File: src/rtl/alu_control_seq_if.sv
// ALU control sequencer bus: decode request handshake in, ALU op and multiply sequencing out.
// Ports: in_valid/in_ready/alu_op/func/flush/clr_err (to block), op_valid/op/mc_active/
//        mc_step/mc_last/illegal/illegal_err (from block). master = upstream, slave = block.
interface alu_control_seq_if #(
    parameter int ALUOP_W    = 2,
    parameter int FUNC_W     = 4,
    parameter int OP_W       = 4,
    parameter int MUL_CYCLES = 4,
    parameter int STEP_W     = $clog2(MUL_CYCLES)
);
    logic               in_valid;
    logic               in_ready;
    logic [ALUOP_W-1:0] alu_op;
    logic [FUNC_W-1:0]  func;
    logic               flush;
    logic               clr_err;
    logic               op_valid;
    logic [OP_W-1:0]    op;
    logic               mc_active;
    logic [STEP_W-1:0]  mc_step;
    logic               mc_last;
    logic               illegal;
    logic               illegal_err;

    modport master (
        output in_valid, alu_op, func, flush, clr_err,
        input  in_ready, op_valid, op, mc_active, mc_step, mc_last, illegal, illegal_err
    );

    modport slave (
        input  in_valid, alu_op, func, flush, clr_err,
        output in_ready, op_valid, op, mc_active, mc_step, mc_last, illegal, illegal_err
    );
endinterface

File: src/rtl/alu_control_seq.sv
// Registered ALU control decoder: maps (alu_op, func) to an op code and holds MUL for
// MUL_CYCLES cycles with a step counter. Latency 1; in_ready drops during a multiply
// (except on its last step) and during flush. Ports: clk, rst_n, bus (slave modport).
// Optional sticky illegal trap enabled by defining ALU_CTRL_ILLEGAL_TRAP_EN.
module alu_control_seq #(
    parameter int ALUOP_W    = 2,
    parameter int FUNC_W     = 4,
    parameter int OP_W       = 4,
    parameter int MUL_CYCLES = 4,
    parameter int STEP_W     = $clog2(MUL_CYCLES)
) (
    input  logic            clk,
    input  logic            rst_n,
    alu_control_seq_if.slave bus
);
    typedef enum logic [1:0] {IDLE, ISSUE, MULTI} state_t;

    localparam logic [OP_W-1:0]   OP_ADD    = '0;
    localparam logic [OP_W-1:0]   OP_SUB    = OP_W'(1);
    localparam logic [OP_W-1:0]   OP_MUL    = OP_W'(8);
    localparam logic [STEP_W-1:0] STEP_LAST = STEP_W'(MUL_CYCLES - 1);

    state_t            state, state_nxt;
    logic [OP_W-1:0]   op_q, dec_op;
    logic              ill_q, dec_ill, dec_mul;
    logic [STEP_W-1:0] step_q;
    logic              at_last, ready_c, transfer;

    // Combinational decode of the presented request.
    always_comb begin
        dec_op  = OP_ADD;
        dec_ill = 1'b0;
        case (bus.alu_op)
            ALUOP_W'(0): dec_op = OP_ADD;
            ALUOP_W'(1): dec_op = OP_SUB;
            ALUOP_W'(2): begin
                if (bus.func <= FUNC_W'(8)) dec_op = OP_W'(bus.func);
                else                        dec_ill = 1'b1;
            end
            ALUOP_W'(3): begin
                // I-type has no multiply form.
                if (bus.func <= FUNC_W'(7)) dec_op = OP_W'(bus.func);
                else                        dec_ill = 1'b1;
            end
            default: dec_ill = 1'b1;
        endcase
        dec_mul = (dec_op == OP_MUL) && !dec_ill;
    end

    assign at_last  = (state == MULTI) && (step_q == STEP_LAST);
    // Accept only when not mid-multiply; the last multiply step accepts so the
    // next op issues without a bubble. Flush blocks acceptance outright.
    assign ready_c  = ((state != MULTI) || at_last) && !bus.flush;
    assign transfer = bus.in_valid && ready_c;

    // State register.
    always_ff @(posedge clk or negedge rst_n) begin
        if (!rst_n) state <= IDLE;
        else        state <= state_nxt;
    end

    // Next-state logic.
    always_comb begin
        state_nxt = IDLE;
        if (bus.flush)                          state_nxt = IDLE;
        else if (transfer)                      state_nxt = dec_mul ? MULTI : ISSUE;
        else if ((state == MULTI) && !at_last)  state_nxt = MULTI;
        else                                    state_nxt = IDLE;
    end

    // Output logic.
    always_comb begin
        bus.in_ready  = ready_c;
        bus.op_valid  = (state != IDLE);
        bus.mc_active = (state == MULTI);
        bus.mc_last   = at_last;
        bus.mc_step   = step_q;
        bus.op        = op_q;
        bus.illegal   = ill_q;
    end

    // Op/illegal are captured on transfer only and hold otherwise (including flush).
    always_ff @(posedge clk or negedge rst_n) begin
        if (!rst_n) begin
            op_q  <= OP_ADD;
            ill_q <= 1'b0;
        end else if (transfer) begin
            op_q  <= dec_op;
            ill_q <= dec_ill;
        end
    end

    // Step counter advances only while a multiply is running; any exit clears it.
    always_ff @(posedge clk or negedge rst_n) begin
        if (!rst_n)
            step_q <= '0;
        else if (!bus.flush && !transfer && (state == MULTI) && !at_last)
            step_q <= step_q + STEP_W'(1);
        else
            step_q <= '0;
    end

`ifdef ALU_CTRL_ILLEGAL_TRAP_EN
    logic err_q;

    // Set has priority over a same-cycle clear.
    always_ff @(posedge clk or negedge rst_n) begin
        if (!rst_n)                  err_q <= 1'b0;
        else if (transfer && dec_ill) err_q <= 1'b1;
        else if (bus.clr_err)        err_q <= 1'b0;
    end

    assign bus.illegal_err = err_q;
`else
    assign bus.illegal_err = 1'b0;
`endif
endmodule
File: src/flat_wrapper.sv
// flat-port wrapper written by rule: the top's interface ports become plain ports
module alu_control_seq_flat 
#(
    parameter int ALUOP_W    = 2,
    parameter int FUNC_W     = 4,
    parameter int OP_W       = 4,
    parameter int MUL_CYCLES = 4,
    parameter int STEP_W     = $clog2(MUL_CYCLES)
)
  (clk, rst_n, bus_in_valid, bus_alu_op, bus_func, bus_flush, bus_clr_err, bus_in_ready, bus_op_valid, bus_op, bus_mc_active, bus_mc_step, bus_mc_last, bus_illegal, bus_illegal_err);
  alu_control_seq_if #(.ALUOP_W(ALUOP_W), .FUNC_W(FUNC_W), .OP_W(OP_W), .MUL_CYCLES(MUL_CYCLES), .STEP_W(STEP_W)) bus_i ();
  input  logic clk;
  input  logic rst_n;
  input wire logic [$bits(bus_i.in_valid)-1:0] bus_in_valid;
  input wire logic [$bits(bus_i.alu_op)-1:0] bus_alu_op;
  input wire logic [$bits(bus_i.func)-1:0] bus_func;
  input wire logic [$bits(bus_i.flush)-1:0] bus_flush;
  input wire logic [$bits(bus_i.clr_err)-1:0] bus_clr_err;
  output wire logic [$bits(bus_i.in_ready)-1:0] bus_in_ready;
  output wire logic [$bits(bus_i.op_valid)-1:0] bus_op_valid;
  output wire logic [$bits(bus_i.op)-1:0] bus_op;
  output wire logic [$bits(bus_i.mc_active)-1:0] bus_mc_active;
  output wire logic [$bits(bus_i.mc_step)-1:0] bus_mc_step;
  output wire logic [$bits(bus_i.mc_last)-1:0] bus_mc_last;
  output wire logic [$bits(bus_i.illegal)-1:0] bus_illegal;
  output wire logic [$bits(bus_i.illegal_err)-1:0] bus_illegal_err;
  assign bus_i.in_valid = bus_in_valid;
  assign bus_i.alu_op = bus_alu_op;
  assign bus_i.func = bus_func;
  assign bus_i.flush = bus_flush;
  assign bus_i.clr_err = bus_clr_err;
  assign bus_in_ready = bus_i.in_ready;
  assign bus_op_valid = bus_i.op_valid;
  assign bus_op = bus_i.op;
  assign bus_mc_active = bus_i.mc_active;
  assign bus_mc_step = bus_i.mc_step;
  assign bus_mc_last = bus_i.mc_last;
  assign bus_illegal = bus_i.illegal;
  assign bus_illegal_err = bus_i.illegal_err;
  alu_control_seq #(.ALUOP_W(ALUOP_W), .FUNC_W(FUNC_W), .OP_W(OP_W), .MUL_CYCLES(MUL_CYCLES), .STEP_W(STEP_W)) u_core (.clk(clk), .rst_n(rst_n), .bus(bus_i));
endmodule
File: config.mk
export PLATFORM = sky130hd
export DESIGN_NAME = alu_control_seq_flat
export DESIGN_NICKNAME = d
export VERILOG_FILES = /design/src/rtl/alu_control_seq_if.sv /design/src/rtl/alu_control_seq.sv /design/src/flat_wrapper.sv
export SDC_FILE = /design/constraint.sdc
export NUM_CORES = 1
export LEC_CHECK = 0
export ABC_AREA = 1
export CORE_MARGIN = 2
export CORE_UTILIZATION = 38
export DETAILED_ROUTE_END_ITERATION = 8
export GPL_ROUTABILITY_DRIVEN = 0
export PLACE_DENSITY_LB_ADDON = 0.1
export SYNTH_ARGS = -nofsm -noshare
export SYNTH_HDL_FRONTEND = slang
export SYNTH_SLANG_ARGS = --single-unit
File: constraint.sdc
create_clock -name clk -period 1.4 [get_ports clk]
set_input_delay 0.28 -clock clk [delete_from_list [all_inputs] [get_ports clk]]
set_output_delay 0.28 -clock clk [all_outputs]
set_load 0.02 [all_outputs]
==> results of run 1 <==
sequential cells by signal, indices dropped and copies added, names as in the netlist:
signal and count:
u_core.bus.op 4, u_core.state 2, u_core.bus.illegal 1, u_core.bus.mc_step 2
through the flow:
| stage | utilization (%) | setup WS (ns) | std cells | hold slack [ns] | total power [uW] |
|---|---|---|---|---|---|
| 2_1_floorplan | - | 0.136 | 59 | -0.0156 | 355 |
| 3_3_place_gp | 57.4 | -0.304 | 96 | 0.469 | 421 |
| 3_5_place_dp | 57.4 | -0.306 | 96 | 0.470 | 422 |
| 4_1_cts | 57.6 | -0.130 | 100 | 0.337 | 609 |
| 5_1_grt | 60.9 | -0.117 | 102 | 0.342 | 646 |
| 6_report | 60.9 | -0.0518 | 102 | 0.319 | 603 |
layer usage:
metal,up-vias,track usage (%),share of wire [%]
met1,199,14.1,43
met3,2,3.33,5.1
li1,237,-,-
met5,-,0,0
met2,12,19.8,51
met4,0,7.50,0.57
cell type report:
cell class	instances	area (um^2)	area share (%)
tap	15	18.8	2.43
clock buffer	4	26.3	3.40
multi-input combinational	36	229	29.6
timing repair buffer	26	229	29.6
inverter	12	45.0	5.83
sequential	9	225	29.1
worst max path at each step:
stage | from | to | slack (ns) | cells past startpoint
5_1_grt | u_core.bus.mc_step[1]$_DFF_PN0_ | bus_in_ready | -0.12 | 6
6_report | u_core.bus.mc_step[1]$_DFF_PN0_ | bus_in_ready | -0.05 | 6
2_1_floorplan | u_core.bus.mc_step[0]$_DFF_PN0_ | bus_mc_last | 0.14 | 3
3_3_place_gp | bus_flush | bus_in_ready | -0.30 | 5
4_1_cts | u_core.bus.mc_step[0]$_DFF_PN0_ | bus_in_ready | -0.13 | 6
3_5_place_dp | bus_flush | bus_in_ready | -0.31 | 5
where the power goes:
group,leakage [uW],switching [uW],total (uW),internal [uW]
registers,0.000122,7.59,281,273
clock network,0.0000150,85.0,194,109
logic,0.000273,68.8,127,58.7
total,0.000410,161,603,442
synth_stat cells:
master | number | area share, %
buf_4 | 1 | 1.5
buf_6 | 1 | 2.3
conb_1 | 1 | 0.75
dfrtp_1 | 9 | 45
ha_1 | 1 | 2.5
inv_1 | 6 | 4.5
inv_2 | 6 | 4.5
nand2_1 | 8 | 6.0
nand2_2 | 4 | 5.0
nand3_1 | 5 | 5.0
nand3_2 | 3 | 6.0
nor2_1 | 5 | 3.8
nor2_2 | 2 | 2.5
o21ai_1 | 2 | 2.0
o21ai_2 | 4 | 7.0
or2_1 | 1 | 1.3
worst register-to-register path: cells and delay by family, from the launching register on:
family          cells  cell delay [ns]
flops               1             0.37
simple gates        3             0.31
fa+ha+maj           1             0.18
compound gates      1             0.06
buf+inv             3             0.33
logic make-up (layout without fill, tap and decap cells):
kind of cell	Yosys count	count (layout)
flops	9	9
simple gates	28	28
other cells	1	1
compound gates	6	6
buf+inv	14	42
fa+ha+maj	1	1
timing repair:
item                                    CTS  global route
pin swaps                                 0             4
gates cloned                              0             0
resized for setup                        21            11
endpoints found under the hold margin     0             0
buffers inserted                          0             2
endpoints found under the setup margin   11             5
==> key figures, run 1 <==
Outcome
  – Outcome: finished, violations left
  – Failing checks: negative setup slack

Synthesis
  – Post-Syn Instances: 59
  – Post-synth design cell area: 498 um^2
  – Area share of fa/ha/maj cells after synthesis: 2.51%
  – Synth cell types: 16
  – Xor/xnor cell area share of the yosys netlist: 0%
  – Post-synthesis mux area share: 0%
  – Synth Area in Simple Gates: 29.6%
  – #FFs+latches synth: 9
  – Yosys warning total: 0
  – Avg Cell Area, Syn: 8.44 um^2
  – Total nets after synthesis: 71
  – Synth Area in Compound Gates: 9.05%
  – Post-synthesis sequential area ratio: 45.2%
  – Main combinational cell family by area after synthesis: simple AND/OR/NAND/NOR gates

Route
  – Drt first pass iters: 2
  – Drt total wl: 880 um
  – # DRC: 0
  – DRT iter0 DRCs: 6
  – Vias per cell: 4.41
  – Wirelength per Cell: 8.63 um
  – DRT antenna net count: 0
  – Vias: 450

Clock network
  – CTS hold repair buffers: 0
  – Root Buffer: clkbuf_4
  – Clk_lat worst skew: 0.25 ns
  – Max clock buf depth: 2
  – Clock transition at path regs: 0.06 ns
  – CTS tree: done
  – Clock sinks: 9
  – Num CTS Buffers: 3
  – H-tree depth: 1

Finish
  – Fill count: 135
  – Synthesis-to-finish area growth: 55.3%
  – Layout cell share with drive strength beyond 1: 41.4%
  – Most used cells in the layout excluding fill and tap cells: clkdlybuf4s50_1, dfrtp_1, inv_2, nand2_1, dlygate4sd2_1
  – # diodes: 0
  – Final Cell Area: 773 um^2
  – Nets: 100

Floorplanning
  – Initial Util: 39.3%
  – # IOs: 23
  – Core ar.: 1270 um^2
  – Die height: 40.2 um
  – Cell Rows: 13
  – DIE WIDTH: 40.2 um
  – Die ar.: 1620 um^2

Setup path
  – CP top delay family: flip-flops
  – Crit-path most repeated cell: inv_2
  – Worst Path Buf+Inv: 3
  – Cells on worst reg2reg path: 8
  – WP data required: 1.12 ns
  – FF-to-FF setup slack: 0.07 ns
  – CP Max Fanout: 2
  – Critical path capture point type: primary output
  – FF-to-FF End: u_core.bus.op[3]$_DFFE_PN0P_
  – Worst setup path category: flip-flop to primary output
  – Arr. time, crit path: 1.17 ns
  – Worst path cell trace: ha_2, inv_2, nand3_2, nand2_2, inv_2, buf_6
  – Crit path launch type: flip-flop
  – CP peak stage delay: 0.37 ns
  – Worst r2r src: u_core.bus.mc_step[1]$_DFF_PN0_
  – Crit-path slowest cell: dfrtp_1

STA
  – Fin. Hold Viols: 0
  – RSZ-0062 raised after global routing: yes
  – Clock Skews: 0.00140 ns
  – Setup Viol. Count Final: 2
  – Final Max Tran Viols: 0
  – TNS Setup: -0.0762 ns
  – Crit share post-route: 104%
  – Fmax: 689 MHz
  – Clock period minus worst slack: 1.45 ns
  – PnR worst setup slack: -0.0518 ns

Power and ir drop
  – VDD IR-drop max: 0.393 mV
  – P_leak: 0.000410 uW
  – Pwr Density: 780 nW/um^2

Global routing
  – Vias in the first global route: 332
  – GRT Overall Usage: 12.2%
  – First-pass GRT wire length: 1280 um
  – Grt total ovfl: 0
  – Initial antenna violation count: 0
  – Pin count of the biggest net entering global routing: 12

Place
  – Dpl hpwl: 700 um
  – Placed Instance Area: 728 um^2
  – Port bufs: 20

Run
  – Max cap viols: 0

Hold path
  – HP Class: input pin to async pin
Power figures use the tool's default switching activity.
==> run 2, diff against run 1 <==
--- a/config.mk
+++ b/config.mk
@@ -10,6 +10,7 @@
 export CORE_UTILIZATION = 38
 export DETAILED_ROUTE_END_ITERATION = 8
 export GPL_ROUTABILITY_DRIVEN = 0
+export HOLD_SLACK_MARGIN = 0.15
 export PLACE_DENSITY_LB_ADDON = 0.1
 export SYNTH_ARGS = -nofsm -noshare
 export SYNTH_HDL_FRONTEND = slang
==> results of run 2 <==
Final layout, timing and power as in run 1 (identical DEF).
==> run 3, diff against run 2 <==
--- a/config.mk
+++ b/config.mk
@@ -8,6 +8,7 @@
 export ABC_AREA = 1
 export CORE_MARGIN = 2
 export CORE_UTILIZATION = 38
+export CTS_CLUSTER_SIZE = 24
 export DETAILED_ROUTE_END_ITERATION = 8
 export GPL_ROUTABILITY_DRIVEN = 0
 export HOLD_SLACK_MARGIN = 0.15
==> results of run 3 <==
Final layout, timing and power as in run 1 (identical DEF).
